File: src/rtl/pipe_decoder.sv
// Registered one-hot decoder behind a 2-entry valid/ready buffer with 1-cycle latency.
// Optional macro PIPE_DECODER_ERR_CNT_EN adds an 8-bit saturating count of consumed error entries.
module pipe_decoder #(
    parameter int WIDTH = 5,
    parameter int OUTS  = 32
) (
    input  logic             clk,
    input  logic             rst,
    input  logic [WIDTH-1:0] a,
    input  logic             en,
    input  logic             in_valid,
    output logic             in_ready,
    output logic [OUTS-1:0]  y,
    output logic             err,
    output logic             out_valid,
`ifdef PIPE_DECODER_ERR_CNT_EN
    output logic [7:0]       err_cnt,
`endif
    input  logic             out_ready
);

    typedef struct packed {
        logic [OUTS-1:0] y;
        logic            err;
    } entry_t;

    entry_t     dec;
    entry_t     head_q;
    entry_t     tail_q;
    logic [1:0] count_q;
    logic       push;
    logic       pop;

    // NOTE: every variable assigned in always_comb gets a default first, so no latch is inferred.
    always_comb begin
        dec = '0;
        if (en) begin
            if (int'(a) < OUTS) dec.y = OUTS'(1) << a;
            else                dec.err = 1'b1;
        end
    end

    // Reset gates readiness directly so nothing is accepted on a reset edge and the
    // buffer is ready the moment reset drops; out_ready never reaches this path.
    assign in_ready  = !rst && (count_q != 2'd2);
    assign out_valid = (count_q != 2'd0);
    assign push      = in_valid && in_ready;
    assign pop       = out_valid && out_ready;

    // Payload is masked when empty, so the drained buffer reads all-zero.
    assign y   = out_valid ? head_q.y   : '0;
    assign err = out_valid ? head_q.err : 1'b0;

    // NOTE: sequential state is written with non-blocking assignments only.
    always_ff @(posedge clk) begin
        if (rst) begin
            count_q <= 2'd0;
        end else if (push && !pop) begin
            count_q <= count_q + 2'd1;
        end else if (pop && !push) begin
            count_q <= count_q - 2'd1;
        end
    end

    // NOTE: buffer storage is not reset; occupancy alone decides what is visible.
    always_ff @(posedge clk) begin
        case (count_q)
            2'd0: if (push) head_q <= dec;
            2'd1: begin
                if (push && pop) head_q <= dec;
                else if (push)   tail_q <= dec;
            end
            2'd2: if (pop) head_q <= tail_q;
            default: ;
        endcase
    end

`ifdef PIPE_DECODER_ERR_CNT_EN
    always_ff @(posedge clk) begin
        if (rst) begin
            err_cnt <= 8'd0;
        end else if (pop && head_q.err && (err_cnt != 8'hFF)) begin
            err_cnt <= err_cnt + 8'd1;
        end
    end
`endif

endmodule
File: config.mk
export PLATFORM = sky130hd
export DESIGN_NAME = pipe_decoder
export DESIGN_NICKNAME = d
export VERILOG_FILES = /design/src/rtl/pipe_decoder.sv
export SDC_FILE = /design/constraint.sdc
export NUM_CORES = 1
export LEC_CHECK = 0
export ABC_AREA = 1
export CELL_PAD_IN_SITES_DETAIL_PLACEMENT = 1
export CELL_PAD_IN_SITES_GLOBAL_PLACEMENT = 2
export CORE_ASPECT_RATIO = 1.1
export CORE_MARGIN = 1
export CORE_UTILIZATION = 36
export DETAILED_ROUTE_END_ITERATION = 12
export PLACE_DENSITY = 0.86
export SYNTH_ARGS = -nofsm -noshare
export SYNTH_HDL_FRONTEND = slang
export SYNTH_SLANG_ARGS = --single-unit
File: constraint.sdc
create_clock -name clk -period 6.83 [get_ports clk]
set_clock_uncertainty 0.15 [all_clocks]
set_input_delay 1.366 -clock clk [delete_from_list [all_inputs] [get_ports clk]]
set_output_delay 1.366 -clock clk [all_outputs]
set_load 0.01 [all_outputs]
# --- Word-level counts from Yosys, hierarchy flattened ---
# Cells that the tools add are included.
op_classes:
  n_lt_le_gt_ge: 0
  shifts: 1
  bitwise: 1
  eq_ne: 6
  muxes: 9
  n_mul: 0
  reduce_logical: 15
  addsub: 2
  div_mod_pow: 0
op_table:
  columns: ["op", "count"]
  rows:
  - ["33-bit 2-to-1 mux", 4]
  - ["33-bit case mux with 3 select lines", 1]
  - ["32-bit 2-to-1 mux", 1]
  - ["1-bit by 5-bit << shifter with 32-bit output, first input constant", 1]
  - ["2-bit inequality test, second input constant", 4]
  - ["1-bit logical AND", 6]
  - ["2-bit 2-to-1 mux", 2]
  - ["4-bit AND reduction", 1]
  - ["2-bit nonzero test", 2]
  - ["1-bit zero test", 3]
  - ["3-bit AND reduction", 1]
  - ["3-bit nonzero test", 1]
  - ["2-bit by 1-bit adder with 2-bit output, second input constant", 1]
  - ["2-bit by 1-bit == test with 1-bit output, second input constant", 1]
  - ["2-bit == test, second input constant", 1]
  - ["2-bit zero test", 1]
  - ["2-bit by 1-bit subtractor with 2-bit output, second input constant", 1]
  - ["1-bit 2-to-1 mux", 1]
  - ["1-bit NOT", 1]
word_totals:
  in_bits: 10
  romBits: 0
  elab_cells: 39
  latch_bits: 0
  ram_bits: 0
  output_inout_bits: 35
  reg_bits: 68
  memories: 0

# --- Depth between registers and ports, before layout ---
# Gate-level depths: netlist of the first run.
logic_depth:
  word_depth: 7
  depth_mapped: 9
  depth_no_buf: 8

# --- Worst setup path after synthesis of the first run ---
# Ideal clock, no wire load.
synth_path:
  kind: "input to register"
  startpoint: "input port rst"
  endpoint: "register head_q[10] in the netlist's numbering, enable pin"
  setup_time_ns: 0.421
  path_stages: 5
  path_buffers: 0
  setup_slack_ns: 2.892
  arrival_time_ns: 3.367
  required_time_ns: 6.259
  cell_sequence: "nor3b_1 -> ha_1 -> or2_2 -> nand3_1 -> nor2_1"
synth_between:
  elab_chain_cells: 6
  elab_cells_between_ends: 7
  cone_classes: "2 x eq/ne; 5 x reduce/logical"
synth_lines:
  columns: ["item", "line_no", "rtl"]
  rows:
  - ["start, declared", "8", "input logic rst,"]
  - ["1-bit zero test *", "45", "assign in_ready = !rst && (count_q != 2'd2);"]
  - ["1-bit logical AND *", "45", null]
  - ["1-bit logical AND *", "47", "assign push = in_valid && in_ready;"]
  - ["1-bit logical AND", "70", "if (push && pop) head_q <= dec;"]
  - ["2-bit inequality test (no source line)", null, null]
  - ["4-bit AND reduction (no source line) *", null, null]
  - ["end signal, assigned", "73", "2'd2: if (pop) head_q <= tail_q;"]
  - ["end, declared", "28", "entry_t head_q;"]
# Every way passes the cells marked *; elsewhere a longest branch is shown, timed or not.
# A chain may end at the register's enable or synchronous reset.

# --- Worst setup path in the final report of the first run ---
layout_path:
  startpoint: "input port rst"
  endpoint: "output port in_ready"
layout_between:
  elab_chain_cells: 2
layout_lines:
  columns: ["item", "line_no", "rtl"]
  rows:
  - ["1-bit zero test", "45", null]
  - ["1-bit logical AND", "45", null]
  - ["end, declared", "12", "output logic in_ready,"]
# No other way between the ends.

==> results.cfg, run 1 <==
[clock_tree]
cts_tree = done
clkTransAtPathRegs_ns = 0.08
cts_root_buffer = clkbuf_8
clock-sinks = 66
cts_buffers = 9
clk_path_buf_depth = 2
htreeDepth = 3
cts_resized = 0
cts_hold_buf = 0
post_cts_buffers = 0
clkLatencyLatePin_ns = 0.34

[timing]
max_freq_mhz = 251.2
rsz0062_at_grt = no
fin_crit_ns = 3.981
worst_slew_pin_slew_ns = 1.039
finalSetupViolCount = 0
hold_violations = 0
slew_viol_final = 0
maxSlewHeadroom_pct = 30.67
post-route-period-util_pct = 58.29
finalSetupTns_ns = 0

[drt]
finalWirelength_mm = 7.253
wl_per_cell_um = 14.45
drt-initial-drc-count = 118
vias = 2344
dr.pass1.iters = 4
vias_per_cell = 4.669
antenna_left = 0
route.detailed.drc = 0

[hold_path]
hold_path.class = reg -> reg
hold_start = tail_q[31]

[setup_path]
endpoint_kind = output pin
start_kind = input port
crit_slowest_cell = clkdlybuf4s50_1
r2r_start = count_q[0]
crit_family = buffers and inverters
cp_cell_sequence = clkdlybuf4s50_1, nor2_1, clkdlybuf4s50_1
worstPathArrival_ns = 2.47
criticalPathCategory = in -> out
cp.required_ns = 5.31
path_buf_inv = 2
critPathLaunch = rst
crit_top_cell = clkdlybuf4s50_1
slowest_delay_ns = 0.54
worstPathMaxFanout = 4

[placed_design]
dp_hpwl_mm = 4.638
placed_cell_area_sq_mm = 0.003676
place_congestion = 0.7194
io_buffers = 43

[power]
power_density_mw_per_mm2 = 418.7
peakVddDrop_v = 0.0001771
power.total_mw = 1.626
p_leak_nw = 1.607

[grt]
grt_pass1_vias = 2405
grt_max_degree = 37
track_usage_pct = 17.48
grt_pass1_wl_mm = 11.99
antenna_found_initial = 0
grt_overflow = 0

[floorplan]
start_util_pct = 37.50
die_y_um = 100.4
die-area_sq_mm = 0.009183
die_w_um = 91.46
core_sq_mm = 0.008452
io_pins = 45
rows = 35

[synth]
ys_ff_latch = 66
synth_seq_area_share_pct = 61.90
syn_nets = 361
synth.distinct_cells = 24
syn_area_sq_mm = 0.003169
yosys_warnings = 0
synth_area_per_cell_sq_um = 9.160
synthCells = 346

[status]
status = completed

[final_layout]
nets = 401
stdcell_area_sq_mm = 0.003884
fillers = 985
drive_gt1_share_pct = 5.627
antenna_cells = 0
fin_util_pct = 45.95
syn_to_final_growth_pct = 22.54

[flow_run]
cap_viol_max_count = 0
## cells in the final DEF, fill, tap and decap left out, drive strengths merged, types with 4 or more instances in the layout
cell type | netlist | routed
nand4 | 12 | 12
buf | 12 | 4
nand2 | 86 | 86
clkdlybuf4s50 | 0 | 43
edfxtp | 64 | 64
nor2 | 78 | 78
inv | 52 | 52
ha | 5 | 5
nand3 | 19 | 19
clkbuf | 6 | 9
clkinv | 1 | 5
## final timing paths
path / to / slack [ns] / cells after the start
hold reg to reg: head_q[31] / 0.38 / 2
hold / removal: head_q[31] / 0.38 / 2
setup reg to reg: head_q[11] / 3.98 / 8
setup / recovery: in_ready / 2.85 / 3
## cells by family (layout without fill, tap and decap cells)
family	count (synthesis)	count (layout)	synth area share [%]
DFF	66	66	61.90
adders and majority gates	5	5	1.974
and+or+nand+nor	198	198	25.70
AOI/OAI and AO/OA	3	3	0.4736
buffers and inverters	71	116	9.277
xor gates and xnor gates	2	2	0.5528
other	1	1	0.1183
## worst min-delay path, stage by stage (launching register included)
cell and delay [ns]:
edfxtp_1 0.33, nand2_1 0.05, nand2_1 0.05
## flip-flops by register name (all words and copies together), names as in the netlist
| register | flops |
|---|---|
| tail_q | 32 |
| head_q | 32 |
| count_q | 2 |
## metrics by stage
step | setup slack (ns) | instances | hold slack [ns]
final | 2.849 | 502 | 0.3774
after global routing | 2.788 | 502 | 0.4059
after CTS | 2.842 | 502 | 0.3798
after detailed placement | 2.850 | 486 | 0.3617
after global placement | 2.861 | 486 | 0.3511
after floorplan | 2.892 | 346 | 0.3446
## layout make-up
class / count / area (sq um) / share of cell area (%)
clock inverters: 7 / 83.83 / 2.159
multi-input cells: 209 / 915.9 / 23.58
clock buffers: 9 / 123.9 / 3.189
inverters: 53 / 198.9 / 5.122
repair buffers: 47 / 460.4 / 11.86
well taps: 111 / 138.9 / 3.576
flip-flops and latches: 66 / 1962 / 50.52
## synth_stat cells
| master | n | share of area, % |
|---|---|---|
| buf_2 | 7 | 1.1 |
| clkbuf_1 | 6 | 0.71 |
| xnor2_1 | 1 | 0.28 |
| buf_4 | 3 | 0.71 |
| inv_1 | 52 | 6.2 |
| a21oi_1 | 1 | 0.16 |
| nand2_2 | 1 | 0.20 |
| or2_2 | 1 | 0.20 |
| nand2_1 | 85 | 10 |
| edfxtp_1 | 64 | 61 |
| nand4_1 | 12 | 2.4 |
| o21ai_0 | 2 | 0.32 |
| buf_6 | 1 | 0.36 |
| nor3_2 | 1 | 0.32 |
| ha_1 | 5 | 2.0 |
| dfxtp_1 | 2 | 1.3 |
| nor2_2 | 1 | 0.20 |
| nor3b_1 | 1 | 0.24 |
| xor2_1 | 1 | 0.28 |
| nor2_1 | 77 | 9.1 |
| nand3_1 | 19 | 3.0 |
| clkinv_1 | 1 | 0.12 |
| buf_1 | 1 | 0.12 |
| conb_1 | 1 | 0.12 |
## routing by layer
| metal | vias up | global-route usage, % | routed length (um) |
|---|---|---|---|
| met5 | - | 0 | 0 |
| met4 | 0 | 8.059 | 127 |
| met3 | 8 | 3.864 | 272 |
| met2 | 53 | 29.15 | 3532 |
| met1 | 1116 | 21.71 | 3320 |
| li1 | 1167 | - | - |
## power by group
| group | switching [mW] | total, mW | internal, mW |
|---|---|---|---|
| clock | 0.156 | 0.357 | 0.201 |
| combinational | 0.370 | 0.624 | 0.254 |
| sequential | 0.0319 | 0.646 | 0.614 |
| total | 0.557 | 1.63 | 1.07 |
(Power assumes the default switching activity.)
==> inputs of run 2 (changes only) <==
- CORE_UTILIZATION: 36 -> 30
- PLACE_DENSITY: 0.86 -> 0.77
- clock period: 6.83 -> 3.65 ns (I/O delays scaled with it)
==> run 2 against run 1 <==
  * Critical path depth grew 2
  * Wire length shrank 2.5%
  * Global-route usage decreased by 3.1 points
  * Register-to-register slack lost 3.0 ns
  * Hold slack got worse by 0.0079 ns
  * Die area rose by 20%
  * Utilization down 7.3 points
  * Non-clock buffer count increased by 3
  * Cell count is 7.0% higher
  * Via count increased by 0.77%
  * First-iteration DRC count decreased by 14%
  * Total power increased by 93%
  * Critical endpoint is now out_valid
  * Highest routed layer unchanged
==> results.cfg, run 2 (same netlist as run 1, synthesis figures left out) <==
[final_layout]
nets = 404
antenna_cells = 0
stdcell_area_sq_mm = 0.004001
drive_gt1_share_pct = 6.599
seq_area_sq_mm = 0.001962
multiInputGateArea_sq_um = 915.9
syn_to_final_growth_pct = 26.25
fillers = 1245
layout_commonest_cell = nand2_1
top_regs = head_q x32, tail_q x32, count_q x2
mostFrequentLayoutCells = 85 x nand2_1, 76 x nor2_1, 64 x edfxtp_1, 52 x inv_1, 43 x clkdlybuf4s50_1

[floorplan]
core_sq_mm = 0.01034
die_w_um = 100
rows = 39
die-area_sq_mm = 0.01098
die_y_um = 109.8
io_pins = 45
start_util_pct = 30.64

[clock_tree]
cts_buffers = 9
htreeDepth = 3
cts_root_buffer = clkbuf_16
clk_path_buf_depth = 2
cts_hold_buf = 0
cts_tree = done
clkLatencyLatePin_ns = 0.33
cts_resized = 0
clkTransAtPathRegs_ns = 0.05
clock-sinks = 66
post_cts_buffers = 0

[drt]
dr.pass1.iters = 4
vias = 2362
topRoutingLayerUsed = met4
antenna_left = 0
met3_wirelength_um = 182
wl_met1_mm = 3.275
finalWirelength_mm = 7.069
drt-initial-drc-count = 101
route.detailed.drc = 0
vias_per_cell = 4.399
dr_wl_met2_mm = 3.427
wl_per_cell_um = 13.16

[hold_path]
hold_start = tail_q[1]
hold_path.class = reg -> reg

[setup_path]
worstPathMaxFanout = 23
rr_endpoint = head_q[24]
criticalPathCategory = reg -> out
cp.required_ns = 2.77
r2r_start = count_q[0]
reg2reg_depth = 9
endpoint_kind = output pin
r2r_slack_ns = 1.03
worstPathArrival_ns = 2.13
crit_path_end = out_valid
start_kind = flip-flop
critPathLaunch = count_q[0]

[timing]
finalSetupViolCount = 0
maxSlewHeadroom_pct = 57.05
finalSetupTns_ns = 0
max_freq_mhz = 332.5
hold_violations = 0
worst_slew_pin_slew_ns = 0.6435
post-route-period-util_pct = 82.39
slew_viol_final = 0
fin_crit_ns = 3.007
rsz0062_at_grt = no

[placed_design]
placed_cell_area_sq_mm = 0.003739
dp_hpwl_mm = 4.549
io_buffers = 43
place_congestion = 0.7164

[power]
peakVddDrop_v = 0.0003409
p_leak_nw = 1.646
power_density_mw_per_mm2 = 785.7
power.total_mw = 3.144

[grt]
antenna_found_initial = 0
grt_overflow = 0
grt_pass1_vias = 2371
track_usage_pct = 14.36
grt_max_degree = 33
grt_pass1_wl_mm = 11.61

[flow_run]
cap_viol_max_count = 0

[status]
status = completed
run 2: cell types whose count changed in the layout (fill, tap and decap cells not counted):
cell / before / now
buf_4: 4 / 7
bufinv_16: 2 / 0
clkbuf_1: 0 / 1
clkbuf_16: 0 / 9
clkbuf_8: 9 / 0
clkinv_1: 4 / 2
clkinv_2: 1 / 3
clkinvlp_4: 1 / 2
run 2: power breakdown:
group / total (mW) / leakage, nW / internal [mW] / switching (mW)
registers: 1.22 / 0.630 / 1.15 / 0.0671
clock network: 0.765 / 0.126 / 0.453 / 0.312
logic: 1.16 / 0.890 / 0.484 / 0.676
total: 3.14 / 1.65 / 2.09 / 1.05
run 2: routing by layer:
layer,vias up,track usage [%]
met1,1133,17.90
met3,12,1.780
met2,42,23.84
li1,1175,-
met4,0,9.006
met5,-,0
run 2: final cells by class:
cell class              instances  area share, %
inverters                      53          4.972
multi-input cells             209          22.89
well taps                     143          4.472
clock inverters                 6         0.8443
flip-flops and latches         66          49.03
repair buffers                 50          12.07
clock buffers                  10          5.722
run 2: per-stage QoR:
stage	cells	util (%)	hold WS, ns	setup WS [ns]
after floorplan	346	-	0.3446	0.3208
after global placement	521	36.14	0.3499	0.7422
after detailed placement	521	36.14	0.3611	0.6948
after CTS	537	38.68	0.3740	0.5685
after global routing	537	38.68	0.3943	0.4349
final	537	38.68	0.3695	0.6427
run 2: critical path: stages, from the launching register on:
cell and delay [ns]:
dfxtp_1 0.33, inv_1 0.08, ha_1 0.42, buf_4 0.35, inv_1 0.12, clkdlybuf4s50_1 0.49
run 2: how the worst min path moves through the flow:
stage | to | slack [ns] | depth (start not counted)
final | head_q[1] | 0.37 | 2
after global routing | head_q[8] | 0.39 | 2
after CTS | head_q[32] | 0.37 | 2
after detailed placement | head_q[5] | 0.36 | 2
after global placement | head_q[25] | 0.35 | 2
after floorplan | head_q[13] | 0.34 | 2
==> inputs of run 3 (changes only) <==
- CORE_UTILIZATION: 30 -> 33
- PLACE_DENSITY: 0.77 -> 0.8
- clock period: 3.65 -> 2.95 ns (I/O delays scaled with it)
==> run 3 against run 2 <==
  * The run now ends with DRC left
  * Global-route usage grew 0.96 points
  * Critical path depth is the same
  * First-iteration DRC count shrank 32%
  * Clock power shrank 19%
  * Critical path type unchanged
  * Cell count shrank 5.0%
  * Clock-buffer cell count is the same
  * Largest cell class unchanged
  * Sequential share of layout area grew 1.2 points
  * Sequential cell count is the same
==> results.cfg, run 3 (same netlist as run 1, synthesis figures left out) <==
[power]
pwr-share-seq_pct = 41.0
peakVddDrop_v = 0.0003842
p_int_mw = 2.371
switching_power_mw = 1.271
swShare_pct = 34.90
power_density_mw_per_mm2 = 933.3
comb_power_share_pct = 42.0
p_leak_nw = 1.610
p_clk_share_pct = 16.9

[flow_run]
cap_viol_max_count = 0

[clock_tree]
cts_root_buffer = clkbuf_8
cts_buffers = 9
cts_hold_buf = 0
clkTransAtPathRegs_ns = 0.07
clkLatencyLatePin_ns = 0.33
post_cts_buffers = 0
cts_tree = done
clk_path_buf_depth = 2
clock-sinks = 66
htreeDepth = 3

[grt]
antenna_found_initial = 0
grt_pass1_vias = 2428
grt_overflow = 0
track_usage_pct = 15.32
grt_pass1_wl_mm = 11.45
grt_max_degree = 36

[floorplan]
die-area_sq_mm = 0.01000
die_w_um = 95.44
rows = 37
die_y_um = 104.8
core_sq_mm = 0.009351
start_util_pct = 33.89
io_pins = 45

[timing]
finalWorstSetupSlack_ns = 0.2635
fin_crit_ns = 2.686
worst_slew_pin_slew_ns = 0.6064
maxSlewHeadroom_pct = 59.53
finalSetupTns_ns = 0
post-route-period-util_pct = 91.07
max_freq_mhz = 372.2
hold_violations = 0
rsz0062_at_grt = no
finalSetupViolCount = 0
slew_viol_final = 0

[final_layout]
nets = 405
drive_gt1_share_pct = 6.616
layout_commonest_cell = nand2_1
syn_to_final_growth_pct = 23.13
antenna_cells = 0
top_regs = head_q x32, tail_q x32, count_q x2
layout.cells.non_filler = 510
mostFrequentLayoutCells = 85 x nand2_1, 76 x nor2_1, 64 x edfxtp_1, 52 x inv_1, 43 x clkdlybuf4s50_1

[setup_path]
start_kind = flip-flop
endpoint_kind = output pin
cp.required_ns = 2.21
slowest_delay_ns = 0.54
worstPathMaxFanout = 35
worstPathArrival_ns = 1.95
cp_cell_sequence = inv_1, ha_1, buf_4, nor2_1, clkdlybuf4s50_1
criticalPathCategory = reg -> out
crit_slowest_cell = clkdlybuf4s50_1

[drt]
wl_per_cell_um = 13.49
vias = 2405
route.detailed.drc = 2
drt-initial-drc-count = 69
vias_per_cell = 4.716
finalWirelength_mm = 6.878
antenna_left = 0
dr.pass1.iters = 8

[placed_design]
io_buffers = 43
place_ws_ns = 0.2614
place_congestion = 0.7424
dp_hpwl_mm = 4.552
dpl.cell_count = 496

[hold_path]
hold_path.class = reg -> reg

[status]
violations = DRC
status = finished, violations left
[run 3: per-layer routing]
layer	up-vias	share of wire, %	wire length [um]	track usage (%)
li1	1173	-	-	-
met1	1172	43	2967	18.67
met2	53	51	3482	25.77
met3	7	4.7	323	3.421
met4	0	1.5	105	6.290
met5	-	0	0	0
[run 3: worst paths after layout]
check | from | endpoint | slack, ns | cells past startpoint
worst max-delay path | count_q[0] | in_ready | 0.26 | 5
worst min-delay path | tail_q[6] | head_q[6] | 0.37 | 2
worst max register to register | count_q[0] | head_q[18] | 0.66 | 9
worst min register to register | tail_q[6] | head_q[6] | 0.37 | 2
[run 3: critical path, delay by kind of cell (launching register included)]
| kind | cells | cell delay (ns) |
|---|---|---|
| adder cells (fa/ha/maj) | 1 | 0.22 |
| buffers and inverters | 3 | 0.89 |
| flip-flops | 1 | 0.38 |
| AND/OR/NAND/NOR | 1 | 0.14 |
[run 3: power groups by stage]
| stage | clock [mW] | sequential [mW] | combinational, mW |
|---|---|---|---|
| 3_5_place_dp | 0 | 1.52 | 1.55 |
| 2_1_floorplan | 0 | 1.50 | 0.813 |
| 5_1_grt | 0.669 | 1.53 | 1.71 |
| 6_report | 0.617 | 1.49 | 1.53 |
| 3_3_place_gp | 0 | 1.51 | 1.52 |
| 4_1_cts | 0.632 | 1.50 | 1.56 |
[run 3: area by class of cell]
type,instances,area (sq um)
multi-input combinational,209,918.4
clock inverter,4,21.27
timing repair buffer,51,528.0
fill,1082,5449
sequential,66,1962
inverter,53,198.9
tap,117,146.4
clock buffer,10,127.6
[run 3: repair_timing]
action | in CTS | in global routing
resized for setup | 0 | 1
hold endpoints to repair | 0 | 0
endpoints found under the setup margin | 0 | 6
[run 3: per-stage QoR]
stage | hold WS, ns | area, sq um | util [%] | power (mW)
finish | 0.3711 | 3902 | 41.73 | 3.642
global route | 0.3939 | 3902 | 41.73 | 3.905
CTS | 0.3738 | 3900 | 41.70 | 3.688
detailed placement | 0.3557 | 3751 | 40.11 | 3.071
global placement | 0.3483 | 3751 | 40.11 | 3.032
floorplan | 0.3446 | 3172 | - | 2.312
==> patch 1: new RTL, config.mk and constraints of run 3 <==
The parameter `OUTS` goes from 32 to 64.
--- a/src/rtl/pipe_decoder.sv
+++ b/src/rtl/pipe_decoder.sv
@@ -4,3 +4,3 @@
     parameter int WIDTH = 5,
-    parameter int OUTS  = 32
+    parameter int OUTS  = 64
 ) (
Interface: changed (resized y); port bits go from 45 to 77. The function was not compared with the original's and may differ.
==> patch 1 against run 3 <==
Worst setup slack worse by 0.068 ns; first-iteration DRC count is 70% higher; cell count is 7.3% higher; highest routed layer unchanged; via count is 1.9% higher; cell area is 3.6% higher; total power is 2.3% higher; sequential cell count stayed put; worst hold slack worse by 0.0039 ns; sequential share of layout area is 1.8 points lower; routed wire length is 4.5% higher; count of clock-buffer cells in the layout is 3 higher; critical endpoint is now y[9]; area after synthesis is 7.8% higher; largest cell class unchanged; critical path depth stayed put.
==> patch 1: results (changes against run 3) <==
* Depth of the most critical reg-to-reg path at 8 (-1)
* Count of different cell masters after synthesis at 25 (+4.2%)
* Area share of fa/ha/maj cells after synthesis at 0.0183 (-0.00143)
* Via count of the first global-routing pass at 2336 (-3.8%)
* Most instantiated cells after synthesis: sky130_fd_sc_hd__nand2_1 (85), sky130_fd_sc_hd__nor2_1 (77), sky130_fd_sc_hd__edfxtp_1 (64), sky130_fd_sc_hd__inv_1 (51), sky130_fd_sc_hd__buf_4 (33)
* Top area cells in the synthesized netlist: sky130_fd_sc_hd__edfxtp_1 (56%), sky130_fd_sc_hd__nand2_1 (9.3%), sky130_fd_sc_hd__nor2_1 (8.5%)
* Overall global routing resource usage at 0.141 (-0.0122)
* Detailed Place HPWL at 4850 um (+6.5%)
* Final Wtd Congestion at 0.749 (+0.94%)
* Outcome: completed
* DRT met1 WL at 3100 um (+4.4%)
* Routed length on met2 at 3650 um (+4.9%)
* Routed wire length per instance at 13.1 um (-2.6%)
* Resized cells post-CTS at 1 (+1)
* Xor-xnor portion of the synthesized cell area at 0.00513 (-0.000401)
* Proportion of synthesized chip area in sequential cells at 0.574 (-0.0449)
* First-pass iteration count of the detailed router at 4 (-4)
* Signal arrival time at the worst endpoint at 2.01 ns (+0.06 ns)
* Placement Cell Area at 3860 um2 (+3.0%)
* Iteration-0 DRC count of the detailed router at 117 (+70%)
* Met1 capacity usage during global routing at 0.166 (-0.0210)
* Compound-gate portion of the synthesized area at 0.00439 (-0.000343)
* Worst Hold Launch: tail_q[5]$_DFFE_PP_
* Worst hold slack across all endpoints at 0.367 ns (-0.00393 ns)
* NumNets Final at 437 (+7.9%)
* Latest clock arrival within the worst-skew pair at 0.35 ns (+0.02 ns)
* R2R Path End: head_q[3]$_DFFE_PP_
==> patch 1: changes by cell type in the layout (fill, tap and decap cells not counted), sizes merged <==
cell and change:
clkinv -1, clkinvlp -1, bufinv +1, conb +32, clkbuf +3
==> patch 1: power by group <==
group          internal [W]  switching, W
registers           0.00142     0.0000797
logic              0.000638      0.000871
clock network      0.000389      0.000327
total               0.00245       0.00128
==> patch 1: final cells by class <==
class,count,area share
flip-flops and latches,66,0.485
multi-input cells,241,0.257
repair buffers,51,0.127
well taps,120,0.0371
clock inverters,3,0.00990
inverters,53,0.0492
clock buffers,13,0.0343
==> patch 1: through the flow <==
| step | power [W] | std cells | utilization |
|---|---|---|---|
| after detailed placement | 0.00307 | 531 | 0.387 |
| final | 0.00373 | 547 | 0.405 |
| after global placement | 0.00303 | 531 | 0.387 |
| after CTS | 0.00380 | 547 | 0.405 |
| after floorplan | 0.00236 | 410 | - |
| after global routing | 0.00399 | 547 | 0.405 |
==> patch 2: new RTL, flow settings as in run 3 <==
Made on the original files. The option `PIPE_DECODER_ERR_CNT_EN` is turned on by a define.
--- a/src/rtl/pipe_decoder.sv
+++ b/src/rtl/pipe_decoder.sv
@@ -2,2 +2,4 @@
 // Optional macro PIPE_DECODER_ERR_CNT_EN adds an 8-bit saturating count of consumed error entries.
+`define PIPE_DECODER_ERR_CNT_EN
+
 module pipe_decoder #(
Check against the original RTL (old outputs only; new: err_cnt): equivalent (Yosys induction, for registers that start in step).
==> patch 2 against run 3 <==
The run now ends clean; worst setup slack got worse by 0.051 ns; register-to-register slack got worse by 0.13 ns; synthesized cell count increased by 1.7%; total power increased by 1.2%; via count decreased by 1.1%; area after synthesis increased by 1.5%; maximum frequency decreased by 1.8%; routed wire length increased by 4.9%; sequential cell count unchanged; cell area increased by 0.77%; count of clock-buffer cells in the layout unchanged; combinational power decreased by 5%; largest power group is now registers.
==> patch 2: results (changes against run 3) <==
* Outcome: completed
* Multi-input logic cell count at 216 (+3.3%)
* R2R Path End: head_q[26]$_DFFE_PP_
* Total clock buffers created by CTS at 9 (unchanged)
* Most instantiated cells after synthesis: sky130_fd_sc_hd__nand2_1 (88), sky130_fd_sc_hd__nor2_1 (77), sky130_fd_sc_hd__edfxtp_1 (64), sky130_fd_sc_hd__inv_1 (51), sky130_fd_sc_hd__nand3_1 (17)
* Register fraction of the total cell area at 0.499 (-0.00384)
* Proportion of synthesized chip area in sequential cells at 0.610 (-0.00891)
* Post-route non-filler standard cell count at 517 (+1.4%)
* Via total after detailed routing at 2378 (-1.1%)
* Setup slack of the worst register-to-register path at 0.53 ns (-0.13 ns)
* Standby leakage power at 1.65 nW (+2.3%)
* Largest fanout of any net on the critical path at 20 (-43%)
* Maximum number of pins on one net before global-route repair at 35 (-2.8%)
* Relative slew margins at 0.300 (-0.295)
* Inverters excl. clock at 52 (-1.9%)
* Post-Synthesis Cell Area at 3220 um2 (+1.5%)
* Count of fill cells added during filler insertion at 1106 (+2.2%)
* Placed cell count at 501 (+1.0%)
* Layout cell share with drive strength beyond 1 at 0.0675 (+0.00134)
* Worst Setup Slack post-DPL at 0.374 ns (+0.113 ns)
* Final core occ at 0.418 (+0.00114)
* Count of flip-flops and latches at 66 (unchanged)
* Post-synth EDFFs at 64 (unchanged)
* Share of the cycle needed by the critical path after routing at 0.928 (+0.0171)
* Global-route wire length before repair at 12000 um (+5.2%)
* Routed wire length per instance at 14.0 um (+3.5%)
* Number of H-tree branching levels at 3 (unchanged)
* Clock network area share at 0.0471 (+0.00894)
* Depth of the most critical reg-to-reg path at 6 (-3)
* Worst hold endpoint: head_q[6]$_DFFE_PP_
* Count of different cell masters after synthesis at 22 (-8.3%)
* IR drop worst, VDD at 0.324 mV (-16%)
* Iteration-0 DRC count of the detailed router at 125 (+81%)
* Non-clock buffering overhead at 0.129 (-0.00612)
* Top area cells in the synthesized netlist: sky130_fd_sc_hd__edfxtp_1 (60%), sky130_fd_sc_hd__nand2_1 (10%), sky130_fd_sc_hd__nor2_1 (9.0%)
* Resized cells post-CTS at 1 (+1)
* Capturing element of the worst setup path: y[12]
* Sw Share at 0.346 (-0.00254)
* Buffers outside the clock class at 50 (-2.0%)
* First-pass iteration count of the detailed router at 4 (-4)
* NumNets Final at 410 (+1.2%)
* Signal arrival time at the worst endpoint at 2.00 ns (+0.05 ns)
* Total area of multi-input combinational cells at 936 um2 (+1.9%)
* Final Wtd Congestion at 0.770 (+3.7%)
* Detailed Place HPWL at 4740 um (+4.1%)
* Worst hold slack across all endpoints at 0.367 ns (-0.00455 ns)
* Overall global routing resource usage at 0.159 (+0.00598)
* Kind of cell with the highest combined delay on the critical path: buffers and inverters
* Placement Cell Area at 3740 um2 (-0.17%)
* Synthesized instance count at 352 (+1.7%)
patch 2: cell families after synthesis:
logic type | count (synthesis) | synth area share
other cells | 1 | 0.00117
fa+ha+maj | 5 | 0.0195
compound gates | 3 | 0.00467
buf+inv | 78 | 0.110
xor+xnor | 2 | 0.00545
simple gates | 197 | 0.249
flops | 66 | 0.610
patch 2: power groups by stage:
stage,logic (W),registers (W),clock network [W]
floorplan,0.000807,0.00149,0
global placement,0.00145,0.00151,0
detailed placement,0.00149,0.00152,0
CTS,0.00150,0.00150,0.000746
global route,0.00163,0.00153,0.000784
finish,0.00146,0.00150,0.000727
patch 2: worst min-delay path: cells and delay by family (launching register included):
family / cells / cell delay (ns)
DFF: 1 / 0.32
and+or+nand+nor: 2 / 0.11
patch 2: layer usage:
layer,up-vias,GRT usage,wire length [um]
met5,-,0,0
met4,0,0.0640,104
met3,7,0.0310,302
met2,58,0.255,3460
met1,1138,0.209,3350
li1,1175,-,-
